[src/rtl/mem_access_pkg.sv]
// Shared op codes, FSM state encoding and byte-lane helpers for the data-memory stage.
// Latency: n/a (declarations and pure combinational functions only).
// Backpressure: n/a.
package mem_access_pkg;

  // Memory op codes as presented by the EX stage; codes 11..15 behave as OP_NONE
  typedef enum logic [3:0] {
    OP_NONE = 4'd0,
    OP_LB   = 4'd1,
    OP_LBU  = 4'd2,
    OP_LH   = 4'd3,
    OP_LHU  = 4'd4,
    OP_LW   = 4'd5,
    OP_SB   = 4'd6,
    OP_SH   = 4'd7,
    OP_SW   = 4'd8,
    OP_LL   = 4'd9,
    OP_SC   = 4'd10
  } op_e;

  // Access FSM: DRAIN finishes a bus cycle whose result has been flushed away
  typedef enum logic [1:0] {
    ST_IDLE  = 2'd0,
    ST_WAIT  = 2'd1,
    ST_DRAIN = 2'd2,
    ST_DONE  = 2'd3
  } state_e;

  // Request captured when an op is accepted; held stable for the whole bus cycle
  typedef struct packed {
    logic [3:0]  op;
    logic [29:0] word_addr;
    logic [1:0]  byte_off;
    logic [31:0] wdata;
    logic [3:0]  be;
    logic        wr;
    logic        adel;
    logic        ades;
    logic        sc_ok;
  } req_t;

  function automatic logic op_is_mem(input logic [3:0] op);
    return (op >= OP_LB) && (op <= OP_SC);
  endfunction

  function automatic logic op_is_store(input logic [3:0] op);
    return (op == OP_SB) || (op == OP_SH) || (op == OP_SW) || (op == OP_SC);
  endfunction

  function automatic logic op_is_byte(input logic [3:0] op);
    return (op == OP_LB) || (op == OP_LBU) || (op == OP_SB);
  endfunction

  function automatic logic op_is_half(input logic [3:0] op);
    return (op == OP_LH) || (op == OP_LHU) || (op == OP_SH);
  endfunction

  // Bytes never fault; halves need bit 0 clear; words, LL and SC need both bits clear
  function automatic logic op_misaligned(input logic [3:0] op, input logic [1:0] off);
    if (op_is_byte(op))      return 1'b0;
    else if (op_is_half(op)) return off[0];
    else                     return |off;
  endfunction

  // Little-endian lane enables for an aligned access
  function automatic logic [3:0] op_byte_en(input logic [3:0] op, input logic [1:0] off);
    if (op_is_byte(op))      return 4'b0001 << off;
    else if (op_is_half(op)) return off[1] ? 4'b1100 : 4'b0011;
    else                     return 4'b1111;
  endfunction

  // Store data replicated across every lane so the byte enables alone pick the target
  function automatic logic [31:0] op_store_data(input logic [3:0] op, input logic [31:0] wdata);
    if (!op_is_store(op))    return 32'h0;
    else if (op_is_byte(op)) return {4{wdata[7:0]}};
    else if (op_is_half(op)) return {2{wdata[15:0]}};
    else                     return wdata;
  endfunction

endpackage

[src/rtl/mem_access_load_align.sv]
// Selects the addressed byte/half-word lane of a read word and sign/zero extends it.
// Latency: purely combinational.
// Backpressure: none.
module load_align
  import mem_access_pkg::*;
(
  input  logic [3:0]  op,
  input  logic [1:0]  byte_off,
  input  logic [31:0] rdata,
  output logic [31:0] data
);

  logic [7:0]  byte_lane;
  logic [15:0] half_lane;

  // Pick the lane addressed by the low address bits
  always_comb begin
    byte_lane = rdata[7:0];
    case (byte_off)
      2'd0: byte_lane = rdata[7:0];
      2'd1: byte_lane = rdata[15:8];
      2'd2: byte_lane = rdata[23:16];
      2'd3: byte_lane = rdata[31:24];
      default: byte_lane = rdata[7:0];
    endcase
    half_lane = byte_off[1] ? rdata[31:16] : rdata[15:0];
  end

  // Extend the lane to 32 bits; word loads and LL pass the word through
  always_comb begin
    data = rdata;
    case (op)
      OP_LB:   data = {{24{byte_lane[7]}}, byte_lane};
      OP_LBU:  data = {24'h0, byte_lane};
      OP_LH:   data = {{16{half_lane[15]}}, half_lane};
      OP_LHU:  data = {16'h0, half_lane};
      default: data = rdata;
    endcase
  end

endmodule

[src/rtl/mem_access.sv]
// MEM stage: issues loads/stores/LL/SC on a single-outstanding data bus, aligns load data.
// Latency: accept cycle + bus wait cycles + one DONE cycle; faults and failed SC take 2 cycles.
// Backpressure: stall_o holds upstream from acceptance until the cycle before DONE; bus via mem_ack_i.
module mem_access
  import mem_access_pkg::*;
(
  input  logic        clk,
  input  logic        rst,
  input  logic        flush,
  input  logic        valid_i,
  input  logic [3:0]  op_i,
  input  logic [31:0] addr_i,
  input  logic [31:0] wdata_i,
  input  logic        llbit_i,
  input  logic        wb_llbit_we_i,
  input  logic        wb_llbit_i,
  output logic        mem_req_o,
  output logic        mem_wr_o,
  output logic [3:0]  mem_be_o,
  output logic [31:0] mem_addr_o,
  output logic [31:0] mem_wdata_o,
  input  logic        mem_ack_i,
  input  logic [31:0] mem_rdata_i,
  output logic        stall_o,
  output logic        done_o,
  output logic [31:0] result_o,
  output logic        adel_o,
  output logic        ades_o,
  output logic        llbit_we_o,
  output logic        llbit_o
);

  state_e      state_q, state_d;
  req_t        req_q, new_req;
  logic [31:0] rdata_q;
  logic [31:0] load_data;

  logic eff_llbit;
  logic accept;
  logic misaligned;
  logic sc_fail;
  logic err_q;

  // LLbit as seen by this op: a write still sitting in WB takes priority over the register
  assign eff_llbit  = wb_llbit_we_i ? wb_llbit_i : llbit_i;
  assign accept     = valid_i && op_is_mem(op_i) && !flush;
  assign misaligned = op_misaligned(op_i, addr_i[1:0]);
  assign sc_fail    = (op_i == OP_SC) && !eff_llbit;
  assign err_q      = req_q.adel || req_q.ades;

  // Build the request snapshot taken on acceptance
  always_comb begin
    new_req           = '0;
    new_req.op        = op_i;
    new_req.word_addr = addr_i[31:2];
    new_req.byte_off  = addr_i[1:0];
    new_req.wdata     = op_store_data(op_i, wdata_i);
    new_req.be        = op_byte_en(op_i, addr_i[1:0]);
    new_req.wr        = op_is_store(op_i);
    new_req.adel      = misaligned && !op_is_store(op_i);
    new_req.ades      = misaligned && op_is_store(op_i);
    new_req.sc_ok     = (op_i == OP_SC) && !misaligned && eff_llbit;
  end

  // State register; reset wins over flush and ack
  always_ff @(posedge clk) begin
    if (rst) state_q <= ST_IDLE;
    else     state_q <= state_d;
  end

  // Next-state decode
  always_comb begin
    state_d = state_q;
    case (state_q)
      ST_IDLE: begin
        if (accept) begin
          if (misaligned || sc_fail) state_d = ST_DONE;
          else                       state_d = ST_WAIT;
        end
      end
      ST_WAIT: begin
        if (mem_ack_i)  state_d = flush ? ST_IDLE : ST_DONE;
        else if (flush) state_d = ST_DRAIN;
      end
      ST_DRAIN: begin
        if (mem_ack_i) state_d = ST_IDLE;
      end
      ST_DONE: state_d = ST_IDLE;
      default: state_d = ST_IDLE;
    endcase
  end

  // Request snapshot on accept, read data on the completing ack
  always_ff @(posedge clk) begin
    if (rst) begin
      req_q   <= '0;
      rdata_q <= 32'h0;
    end else begin
      if (state_q == ST_IDLE && accept) req_q <= new_req;
      if (state_q == ST_WAIT && mem_ack_i) rdata_q <= mem_rdata_i;
    end
  end

  load_align u_load_align (
    .op       (req_q.op),
    .byte_off (req_q.byte_off),
    .rdata    (rdata_q),
    .data     (load_data)
  );

  // Outputs per state; everything is forced low while rst is high
  always_comb begin
    mem_req_o   = 1'b0;
    mem_wr_o    = 1'b0;
    mem_be_o    = 4'h0;
    mem_addr_o  = 32'h0;
    mem_wdata_o = 32'h0;
    stall_o     = 1'b0;
    done_o      = 1'b0;
    result_o    = 32'h0;
    adel_o      = 1'b0;
    ades_o      = 1'b0;
    llbit_we_o  = 1'b0;
    llbit_o     = 1'b0;
    if (!rst) begin
      case (state_q)
        ST_IDLE: stall_o = accept;
        ST_WAIT, ST_DRAIN: begin
          mem_req_o   = 1'b1;
          mem_wr_o    = req_q.wr;
          mem_be_o    = req_q.be;
          mem_addr_o  = {req_q.word_addr, 2'b00};
          mem_wdata_o = req_q.wdata;
          stall_o     = 1'b1;
        end
        ST_DONE: begin
          if (!flush) begin
            done_o = 1'b1;
            adel_o = req_q.adel;
            ades_o = req_q.ades;
            if (req_q.op == OP_SC)
              result_o = {31'h0, req_q.sc_ok};
            else if (!err_q && !op_is_store(req_q.op))
              result_o = load_data;
            // A faulting LL never reached the bus, so it must not arm the link
            llbit_we_o = ((req_q.op == OP_LL) && !err_q) || req_q.sc_ok;
            llbit_o    = (req_q.op == OP_LL) && !err_q;
          end
        end
        default: ;
      endcase
    end
  end

endmodule

[config.mk]
export PLATFORM = sky130hd
export DESIGN_NAME = mem_access
export DESIGN_NICKNAME = d
export VERILOG_FILES = /design/src/rtl/mem_access_pkg.sv /design/src/rtl/mem_access_load_align.sv /design/src/rtl/mem_access.sv
export SDC_FILE = /design/constraint.sdc
export NUM_CORES = 1
export LEC_CHECK = 0
export BUFFER_PORTS_ARGS = -buffer_cell sky130_fd_sc_hd__buf_2
export CORE_ASPECT_RATIO = 0.7
export CORE_MARGIN = 3
export CORE_UTILIZATION = 45
export CTS_BUF_LIST = sky130_fd_sc_hd__clkbuf_8 sky130_fd_sc_hd__clkbuf_16
export CTS_CLUSTER_DIAMETER = 60
export DETAILED_ROUTE_END_ITERATION = 8
export PLACE_DENSITY_LB_ADDON = 0.1
export SLEW_MARGIN = 15
export SYNTH_ARGS = -nofsm -noshare
export SYNTH_HDL_FRONTEND = slang
export SYNTH_SLANG_ARGS = --single-unit
[constraint.sdc]
create_clock -name clk -period 2 [get_ports clk]
set_input_delay 0.1 -clock clk [delete_from_list [all_inputs] [get_ports clk]]
set_output_delay 0.1 -clock clk [all_outputs]
set_load 0.02 [all_outputs]
======== Yosys cells after proc, flatten, opt, wreduce, memory -nomap -nowiden ========
Cells that the tools add are included.
word-level totals
  bits in registers ....................... 110
  input bits .............................. 108
operators by class
  magnitude comparators ................... 2
  shift-type cells ........................ 1
  reduce and logical (&&, ||, !) cells .... 36
  equality and inequality tests ........... 26
  multiplexer cells ....................... 51
operators with widths
  cell                 count
  $mux 32              12
  $pmux 32 s4          1
  $pmux 8 s4           1
  $eq 4x3->1 const B   6
  $mux 1               23
  $eq 4x4->1 const B   5
  $mux 4               5
  $eq 4x2->1 const B   4
  $mux 16              1
  $logic_or 1x1->1     13
  $logic_and 1x1->1    12
  $mux 2               6
  $eq 2x2->1 const B   4
  $eq 4x1->1 const B   2
  $pmux 2 s4           1
  $logic_not 1->1      6
  $eq 2x1->1 const B   2
  $ge 4x1->1 const B   1
  $le 4x4->1 const B   1
  $logic_not 2->1      2
  $ne 2x2->1 const B   2
  $reduce_or 2->1      2
  $shl 1x2->4 const A  1
  $ne 3x3->1 const B   1
  2 further kinds      2

======== Logic depth before layout (Yosys ltp) ========
Gate-level depths: netlist of run 1.
  depth after elaboration ................. 11
  depth in mapped cells ................... 9
  mapped depth without buffers ............ 7

======== Hierarchy ========
A second synthesis of run 1 with hierarchy kept.
second synthesis, totals
  cell total of the unflattened synthesis .. 761
  area, all modules ....................... 5982.0 µm²
modules (own cells, without submodules)
  module      seq. area each (µm²)  area an instance (µm²)  instances  cells each
  mem_access  2202.1                5154.9                  1          660
  load_align  0.0                   827.0                   1          101

======== Least setup slack after synthesis of run 1 ========
No wires, ideal clock.
  kind .................................... reg2out
  from .................................... register state_q[1]
  to ...................................... output result_o[21]
  path buffers ............................ 1
  stages on the path, launching flop included .. 8
  arrival time ............................ 2.246 ns
  slack ................................... -0.346 ns
  cell sequence ........................... dfxtp_1 -> ha_1 -> nor3b_2 -> nand2_1 -> a311oi_2 -> nand2_1 -> clkbuf_1 -> nor2_1
between the ends
  longest elaborated chain between the ends .. 3
ends and longest elaborated chain
  what                      line               text
  start: declaration        mem_access.sv:33   state_e state_q, state_d;
  start signal: assignment  mem_access.sv:68   else state_q <= state_d;
  $eq 2x2->1                mem_access.sv:126  case (state_q)
  $mux 32                   mem_access.sv:126
  $mux 32                   mem_access.sv:125  if (!rst) begin
  end: declaration          mem_access.sv:26   output logic [31:0] result_o,
No other way between the ends.

======== Final worst setup path of run 1 ========
  from .................................... register state_q[1]
  to ...................................... output result_o[15]
Same word-level chain as after synthesis.

==> results of run 1 <==
per-stage QoR:
stage                     std cells  utilization
after floorplan                 790            -
after global placement         1139       0.5871
after CTS                      1222       0.6908
after global routing           1240       0.7602
final                          1241       0.7603
after detailed placement       1139       0.5871
layout by cell type (no fill, tap or decap), types with 4 or more instances in the layout:
master / n
sky130_fd_sc_hd__o22a_1: 6
sky130_fd_sc_hd__a21oi_1: 79
sky130_fd_sc_hd__a32oi_1: 9
sky130_fd_sc_hd__nand2_1: 161
sky130_fd_sc_hd__o221a_4: 8
sky130_fd_sc_hd__o21ai_0: 17
sky130_fd_sc_hd__a22oi_2: 11
sky130_fd_sc_hd__mux2i_1: 24
sky130_fd_sc_hd__dfxtp_2: 5
sky130_fd_sc_hd__buf_2: 127
sky130_fd_sc_hd__o2bb2ai_1: 9
sky130_fd_sc_hd__and2_4: 51
sky130_fd_sc_hd__nor2_1: 68
sky130_fd_sc_hd__nand2b_1: 11
sky130_fd_sc_hd__o221ai_1: 8
sky130_fd_sc_hd__mux2_2: 8
sky130_fd_sc_hd__buf_12: 9
sky130_fd_sc_hd__buf_4: 55
sky130_fd_sc_hd__inv_1: 9
sky130_fd_sc_hd__a22oi_1: 8
sky130_fd_sc_hd__o21ai_2: 7
sky130_fd_sc_hd__and2_1: 21
sky130_fd_sc_hd__dlygate4sd3_1: 54
sky130_fd_sc_hd__o21ai_1: 16
sky130_fd_sc_hd__ha_1: 4
sky130_fd_sc_hd__dfxtp_1: 105
sky130_fd_sc_hd__clkbuf_16: 15
sky130_fd_sc_hd__nor2_4: 11
sky130_fd_sc_hd__buf_6: 80
sky130_fd_sc_hd__nor2_2: 5
what timing repair did:
item | CTS | global route
hold endpoints to repair | 54 | 0
resized for setup | 85 | 212
setup buffers | 9 | 8
hold buffers | 54 | 0
gates cloned | 4 | 10
endpoints found under the setup margin | 36 | 134
pin swaps | 7 | 21
worst reg2reg max path: cells and delay by family (launching register included):
kind / cells / cell delay, ns
flops: 1 / 0.34
compound gates: 2 / 0.39
buf+inv: 7 / 0.81
simple gates: 3 / 0.35
fa+ha+maj: 1 / 0.15
cell families after synthesis:
logic type,synth area share
simple gates,0.2709
xor+xnor,0.004432
buf+inv,0.05529
flops,0.3714
compound gates,0.2235
mux,0.06119
other cells,0.0006324
fa+ha+maj,0.01266
power by group:
part	total [uW]	switching [uW]	internal (uW)
Clock	1740	874	867
Sequential	2540	164	2380
Combinational	2970	1580	1390
how the worst max path moves through the flow:
stage / endpoint / start
global route: result_o[15] / state_q[1]$_SDFFE_PP0P_
detailed placement: req_q[27]$_SDFFE_PP0P_ / state_q[1]$_SDFFE_PP0P_
floorplan: result_o[20] / req_q[74]$_SDFFE_PP0P_
finish: result_o[15] / state_q[1]$_SDFFE_PP0P_
CTS: result_o[9] / state_q[1]$_SDFFE_PP0P_
global placement: req_q[29]$_SDFFE_PP0P_ / op_i[0]
cell type report:
cell class	count	area, um2
sequential	110	2208
multi-input combinational	604	3918
timing repair buffer	337	2948
antenna	2	5.005
tap	162	202.7
clock buffer	9	225.2
clock inverter	7	57.56
inverter	10	42.54
fill	939	3028
sequential cells by signal, summed over array words and instances (netlist names):
name     flops
req_q       76
state_q      2
rdata_q     32
routing by layer:
layer / track usage / vias up / part of all wire
met5: 0 / - / 0
met4: 0.05771 / 0 / 0.014
met3: 0.07156 / 27 / 0.097
met2: 0.4026 / 301 / 0.43
met1: 0.4107 / 3169 / 0.46
li1: - / 3258 / -
==> impl.org, run 1 <==
** CTS
- The tree is rooted in a sky130_fd_sc_hd__clkbuf_16.
- Number of levels in the clock H-tree :: 3
- CTS tree :: yes
- The clock passes through at most 2 buffers.
- Number of buffers inserted during clock tree synthesis :: 9
- At the later pin of the worst-skew pair, clock insertion delay measures ~0.35 ns.
- Clk sinks :: 110
- Register clock-pin slew on the reported worst setup and hold paths :: 0.07 ns

** Synth
- Synth top area share :: 0.3714
- Fraction of synthesis flops using an asynchronous set or reset pin :: 0
- The Yosys step of the flow raised 0 warnings.
- By area the synthesized netlist is led by sky130_fd_sc_hd__dfxtp_1 37%, sky130_fd_sc_hd__nand2_1 10%, sky130_fd_sc_hd__and2_1 7.6%.
- Cells after synthesis :: 789
- Seq/Total Area, Yosys :: 0.3714
- Yosys mapped a number of flops with a built-in enable equal to 0.
- Of all cell types, the one taking the most synthesized area is sky130_fd_sc_hd__dfxtp_1.
- Distinct cell type count after synthesis :: between 50 and 60
- After synthesis, the most frequently instantiated cells are 164 x sky130_fd_sc_hd__nand2_1, 110 x sky130_fd_sc_hd__dfxtp_1, 84 x sky130_fd_sc_hd__nor2_1, 82 x sky130_fd_sc_hd__a21oi_1, 72 x sky130_fd_sc_hd__and2_1.
- Dividing the synthesized area by the synthesized cell count gives 7.515 um2.
- For this run, the leading register cell type out of synthesis is sky130_fd_sc_hd__dfxtp_1.
- Synthesis inferred 110 register bits.
- In this run the cell area of the synthesized design comes to 0.005929 mm2.
- Top-count cell post-synth :: sky130_fd_sc_hd__nand2_1

** Critical path
- The signal on the critical path passes through ha_4, nor3b_4, nand2_2, a311oi_4, buf_4, buf_16, o221a_4, buf_6.
- Startpoint-to-endpoint class of the critical path :: reg -> out
- Depth of the critical timing path with buffers and inverters included :: 8
- In this design, the largest share of critical-path delay is due to compound AO/OA/AOI/OAI gates.
- Reg2Reg Launch Point :: state_q[0]$_SDFFE_PP0P_
- Slowest cell delay on critical path :: 0.36 ns
- Counting cells, the worst reg-to-reg path comes to 13.
- For the worst setup path, the data arrival time is ~2.1 ns.
- Worst-path cell with the longest stage delay :: sky130_fd_sc_hd__dfxtp_2
- Worst-path fanout max :: 8
- Internal reg-to-reg setup slack :: -0.10 ns
- STA classifies the critical path startpoint as a flop.
- Count of buffer and inverter cells on the critical path :: 3
- Data on the critical path is required at its endpoint by 1.90 ns.
- STA classifies the critical path endpoint as an output pin.
- Endpoint of the worst-slack reg-to-reg timing path :: req_q[33]$_SDFFE_PP0P_

** STA
- Endpoints failing hold :: 0
- Setup slack of the critical path after layout :: -0.2256 ns
- Hold_ws :: approximately 0.0022 ns
- Setup TNS :: -17.73 ns
- Min cycle time layout :: 2.226 ns
- Worst Max-Slew Pin Slew :: around 0.73 ns
- Final critical-path share of the clock period :: 1.113
- Clock tree skew after final layout :: 0.006467 ns
- Maximum operating frequency :: approximately 450 MHz
- Setup repair after global routing missed its margin :: yes
- Final setup violating endpoints :: between 100 and 150
- The count of final max-slew check failures is 0.
- Headroom to the max-slew limit came out at 0.5094.

** Power and ir drop
- Dividing total power by cell area gives a power density of roughly 750 mW/mm2.
- The analysis attributes to cell leakage a power of 0.003954 uW.
- Overall Power :: 7252 uW
- Worst VDD drop :: between 0.0005 and 0.0006 V

** Placed design
- Input and output buffers added on the ports amount to 213.
- Area of placed instances :: 0.007418 mm2
- Routability-driven placement finished with a final weighted congestion of 0.8918.
- Once detailed placement completed, the half-perimeter wirelength came to ~14 mm.
- Prior to clock tree synthesis, the placed netlist has a worst setup slack of 0.04986 ns.

** Min path
- Startpoint of the worst hold path :: mem_rdata_i[5]
- Path category of the worst min-delay check :: in -> reg
- Cell count of the worst hold path :: 3
- Hold-critical path endpoint :: rdata_q[5]$_SDFFE_PP0P_

** Final layout
- Once layout is done, the placed cells without fillers occupy just under 0.01 mm2.
- Final net count :: 1,186
- Layout Area Growth over Synthesis :: 62.02%
- In the final layout, the share of cells above drive strength 1 is 0.4020.

** GRT
- Via count of the first global-routing pass :: 6,105
- Number of antenna violations at the first check in global routing :: 1
- Total routing usage reported by global routing :: 0.2758
- First-pass GRT wire length :: 31.86 mm
- Congestion Overflow GR :: 0
- Entering global routing, the biggest net connects 69 pins.

** Detailed routing
- Average routed wire per standard cell :: 18.27 um
- Detail-routed via count per cell :: 5.443
- For this block, the via count after detailed routing is between 6,000 and 7,000.
- Number of DRC violations after detailed-routing iteration 0 :: 493
- Initial DRT Pass Iterations :: 7
- In this run the remaining antenna-violating nets after routing total 0.
- Summed over all layers, the routed wires come to 22.67 mm.
- For this run, design rule violations remaining after detail routing come to 0.

** Status
- Run status :: complete, but fails checks
- Failing checks :: negative setup slack

** Floorplan
- Initial Util :: 0.4693
- Die width :: 143.2 um
- Row Count :: 34
- The core region is 0.01263 mm2.
- The die is 102.0 um tall.
- Number of placed I/O pins :: 216
- The floorplan step defined a die boundary enclosing roughly 0.015 mm2.

** Run
- Across the run, the number of max-cap violations was 0.
No activity file was read; power rests on OpenSTA's default activity.
==> run 2, diff against run 1 <==
--- a/config.mk
+++ b/config.mk
@@ -12,7 +12,9 @@
 export CTS_BUF_LIST = sky130_fd_sc_hd__clkbuf_8 sky130_fd_sc_hd__clkbuf_16
 export CTS_CLUSTER_DIAMETER = 60
 export DETAILED_ROUTE_END_ITERATION = 8
+export MAX_ROUTING_LAYER = met4
 export PLACE_DENSITY_LB_ADDON = 0.1
+export SETUP_SLACK_MARGIN = 0.5
 export SLEW_MARGIN = 15
 export SYNTH_ARGS = -nofsm -noshare
 export SYNTH_HDL_FRONTEND = slang
==> impl.org, run 2 (synthesis results as in run 1) <==
** Floorplan
- The initial cell density of the core was 0.4693 (unchanged).
- The width of the die is 143.2 um (unchanged).
- The top-level I/O count is 216 (unchanged).
- Area of the core region :: 0.01263 mm2 (unchanged)
- The site row count came to 34 (unchanged).
- The die area is 0.01461 mm2 (unchanged).
- The vertical extent of the die came to 102.0 um (unchanged).

** CTS
- CTS placed an instance of sky130_fd_sc_hd__clkbuf_16 at the clock tree root.
- Clock latency on the worst-skew pair :: 0.35 ns (about the same)
- The clock sink total is 110 (unchanged).
- The largest buffer count on any clock path was 2 (unchanged).
- CTS tree :: yes
- Number of levels in the clock H-tree :: 3 (unchanged)
- The clock-pin slew reported for the worst setup and hold paths after clock tree synthesis was 0.07 ns (about the same).
- The number of buffers added by the clock tree synthesis step is 9 (unchanged).

** GRT
- Global routing met3 resource utilization :: 0.07530 (+0.003742)
- Number of antenna violations at the first check in global routing :: 3 (+2)
- Total routing usage reported by global routing :: 0.2804 (+0.004572)
- The maximum number of pins on one net before global-route repair was 70 (+1.4%).
- Routing usage on met1 :: 0.3959 (-0.01481)
- In this run the most used layer during global routing was met2.
- Via count of the first global-routing pass :: 6,062 (-0.70%)
- The wire length of the first global-routing pass came to 31.73 mm (-0.41%).
- The global routing met2 resource utilization is 0.3997 (-0.002886).
- Congestion Overflow GR :: 0 (unchanged)

** Placed design
- The setup slack after placement came to -0.02780 ns (-0.07766 ns).
- The number of I/O port buffers was 213 (unchanged).
- Placer congestion estimate :: 0.9942 (+11%)
- The number of cells after detailed placement was 1,134 (-0.44%).
- The placed wire-length estimate after detailed placement came to 13.74 mm (+1.6%).

** Detailed routing
- The number of search-and-repair iterations in the first detailed-routing pass is 5 (-2).
- Number of DRC violations after detailed-routing iteration 0 :: 791 (+60%)
- Number of design rule violations left after detail routing :: 0 (unchanged)
- Detail-routed via count per cell :: 5.879 (+8.0%)
- The total wirelength of the detailed-routed design was 26.76 mm (+18%).
- The via total after detailed routing was 7,367 (+9.1%).
- The final routed wire length divided by cell count is 21.35 um (+17%).
- The antenna violation net count after detailed routing came to 0 (unchanged).

** Run
- Maxcap violations :: 0 (unchanged)

** Final layout
- Register ranked first by flip-flop count :: req_q
- Final net count :: 1,195 (+0.76%)
- The count of fill cells added during filler insertion came to 712 (-24%).
- Max reg flops :: 76 (unchanged)
- The share of final-layout standard cells stronger than drive strength 1 was 0.5129 (+0.1108).
- Layout Area Growth over Synthesis :: 77.32%
- The largest registers in the layout are req_q: 76 flops, rdata_q: 32 flops, state_q: 2 flops.
- Post-route non-filler standard cell count :: 1,253 (+0.97%)
- Commonest non-fill, non-tap cell in the layout :: sky130_fd_sc_hd__nand2_1
- In the layout the commonest cells are 129 x sky130_fd_sc_hd__nand2_1, 112 x sky130_fd_sc_hd__buf_6, 109 x sky130_fd_sc_hd__buf_2, 103 x sky130_fd_sc_hd__dfxtp_1, 71 x sky130_fd_sc_hd__and2_4.

** Status
- Run status :: complete, but fails checks
- Failing checks :: negative setup slack

** Critical path
- Internal reg-to-reg setup slack :: -0.03 ns (+0.07 ns)
- Reg2Reg Launch Point :: state_q[0]$_SDFFE_PP0P_
- The worst setup path is launched from a flop.
- In this run the critical register-to-register path is captured at req_q[0]$_SDFFE_PP0P_.
- Startpoint-to-endpoint class of the critical path :: reg -> out
- Endpoint kind of the worst setup timing path :: output pin
- Worst setup path startpoint :: req_q[41]$_SDFFE_PP0P_
- The worst-path maximum fanout was 8 (unchanged).
- Worst Reg2Reg Path Length in Cells :: 7 (-6)
- The worst path required time came to 1.90 ns (about the same).
- Timing endpoint of the critical path :: result_o[22]
- Arrival time of the worst setup path :: 2.18 ns (+0.05 ns)

** STA
- The count of final max-slew check failures came to 0 (unchanged).
- Max-slew headroom :: 0.3956 (-0.1138)
- The clock period minus final worst setup slack was 2.276 ns (+0.05059 ns).
- Maximum operating frequency :: 439.3 MHz (-2.2%)
- Worst Max-Slew Pin Slew :: 0.9067 ns (+0.1734 ns)
- Clock tree skew after final layout :: 0.007303 ns (+0.0008367 ns)
- The final count of negative-setup-slack endpoints was 35 (-73%).
- The setup slack of the critical path after layout was -0.2762 ns (-0.05059 ns).
- The count of final hold-check violations came to 0 (unchanged).
- The period utilization came to 1.138 (+0.02530).
- Setup repair after global routing missed its margin :: yes

** Power and ir drop
- PD cells :: 735.5 mW/mm2 (-2.6%)
- The maximum ir drop on the vdd rail came to 0.0006821 V (+23%).
- Static leakage :: 0.004201 uW (+6.2%)

** Min path
- Path category of the worst min-delay check :: in -> reg
run 2: changes by cell type in the layout (fill, tap and decap cells not counted), moves of 28 or more:
cell | previous run | this run
sky130_fd_sc_hd__nand2_1 | 161 | 129
sky130_fd_sc_hd__a21oi_1 | 79 | 46
sky130_fd_sc_hd__a21oi_2 | 3 | 36
sky130_fd_sc_hd__buf_6 | 80 | 112
sky130_fd_sc_hd__nand2_4 | 1 | 29
run 2: per-stage QoR:
| stage | utilization | setup TNS [ns] | instance area, um2 | hold slack, ns | power [uW] |
|---|---|---|---|---|---|
| floorplan | - | 0 | 6215 | 0.2360 | 3808 |
| global placement | 0.5898 | 0 | 7452 | 0.3424 | 4346 |
| detailed placement | 0.5898 | -0.1394 | 7452 | 0.3434 | 4363 |
| CTS | 0.6970 | -4.247 | 8806 | 0.0003066 | 6396 |
| global route | 0.8317 | -8.616 | 10510 | 0.01303 | 7991 |
| finish | 0.8321 | -7.412 | 10510 | 0.003158 | 7733 |
run 2: where the power goes:
part	leakage [uW]	switching [uW]	internal (uW)
Sequential	0.000896	228	2380
Clock	0.000145	900	866
Combinational	0.00316	1820	1540
run 2: worst min path at each step:
stage / to / start / cells past startpoint / slack (ns)
floorplan: req_q[42]$_SDFFE_PP0P_ / addr_i[2] / 2 / 0.24
global placement: req_q[48]$_SDFFE_PP0P_ / addr_i[8] / 3 / 0.34
detailed placement: rdata_q[29]$_SDFFE_PP0P_ / mem_rdata_i[29] / 3 / 0.34
CTS: rdata_q[31]$_SDFFE_PP0P_ / mem_rdata_i[31] / 3 / 0.0003
global route: rdata_q[7]$_SDFFE_PP0P_ / mem_rdata_i[7] / 3 / 0.01
finish: rdata_q[0]$_SDFFE_PP0P_ / mem_rdata_i[0] / 3 / 0.003
run 2: final cells by class:
| class | instances | area [um2] | area share |
|---|---|---|---|
| multi-input combinational | 604 | 4487 | 0.4268 |
| timing repair buffer | 346 | 3263 | 0.3104 |
| sequential | 110 | 2223 | 0.2115 |
| clock buffer | 9 | 225.2 | 0.02142 |
| tap | 162 | 202.7 | 0.01928 |
| clock inverter | 7 | 57.56 | 0.005474 |
| inverter | 10 | 42.54 | 0.004046 |
| antenna | 5 | 12.51 | 0.001190 |
run 2: layer usage:
metal	part of all wire	vias to the layer above	wire, um
li1	-	3292	-
met1	0.41	3522	10870
met2	0.46	455	12240
met3	0.10	98	2740
met4	0.034	0	905
met5	0	-	0
run 2: repair_timing:
| action | 4_1_cts | 5_1_grt |
|---|---|---|
| pin swaps | 11 | 169 |
| resized for setup | 152 | 349 |
| cloned | 2 | 17 |
| buffers inserted | 6 | 16 |
| hold endpoints to repair | 57 | 0 |
| hold buffers | 57 | 0 |
| endpoints found under the setup margin | 190 | 216 |
run 2: critical path, cell delays in order, from the launching register on:
cell	delay [ns]
sky130_fd_sc_hd__dfxtp_1	0.45
sky130_fd_sc_hd__buf_4	0.21
sky130_fd_sc_hd__mux2i_1	0.33
sky130_fd_sc_hd__o2bb2ai_1	0.17
sky130_fd_sc_hd__o21ai_0	0.15
sky130_fd_sc_hd__nand2_4	0.13
sky130_fd_sc_hd__clkbuf_16	0.19
sky130_fd_sc_hd__nor2_4	0.05
sky130_fd_sc_hd__buf_6	0.13
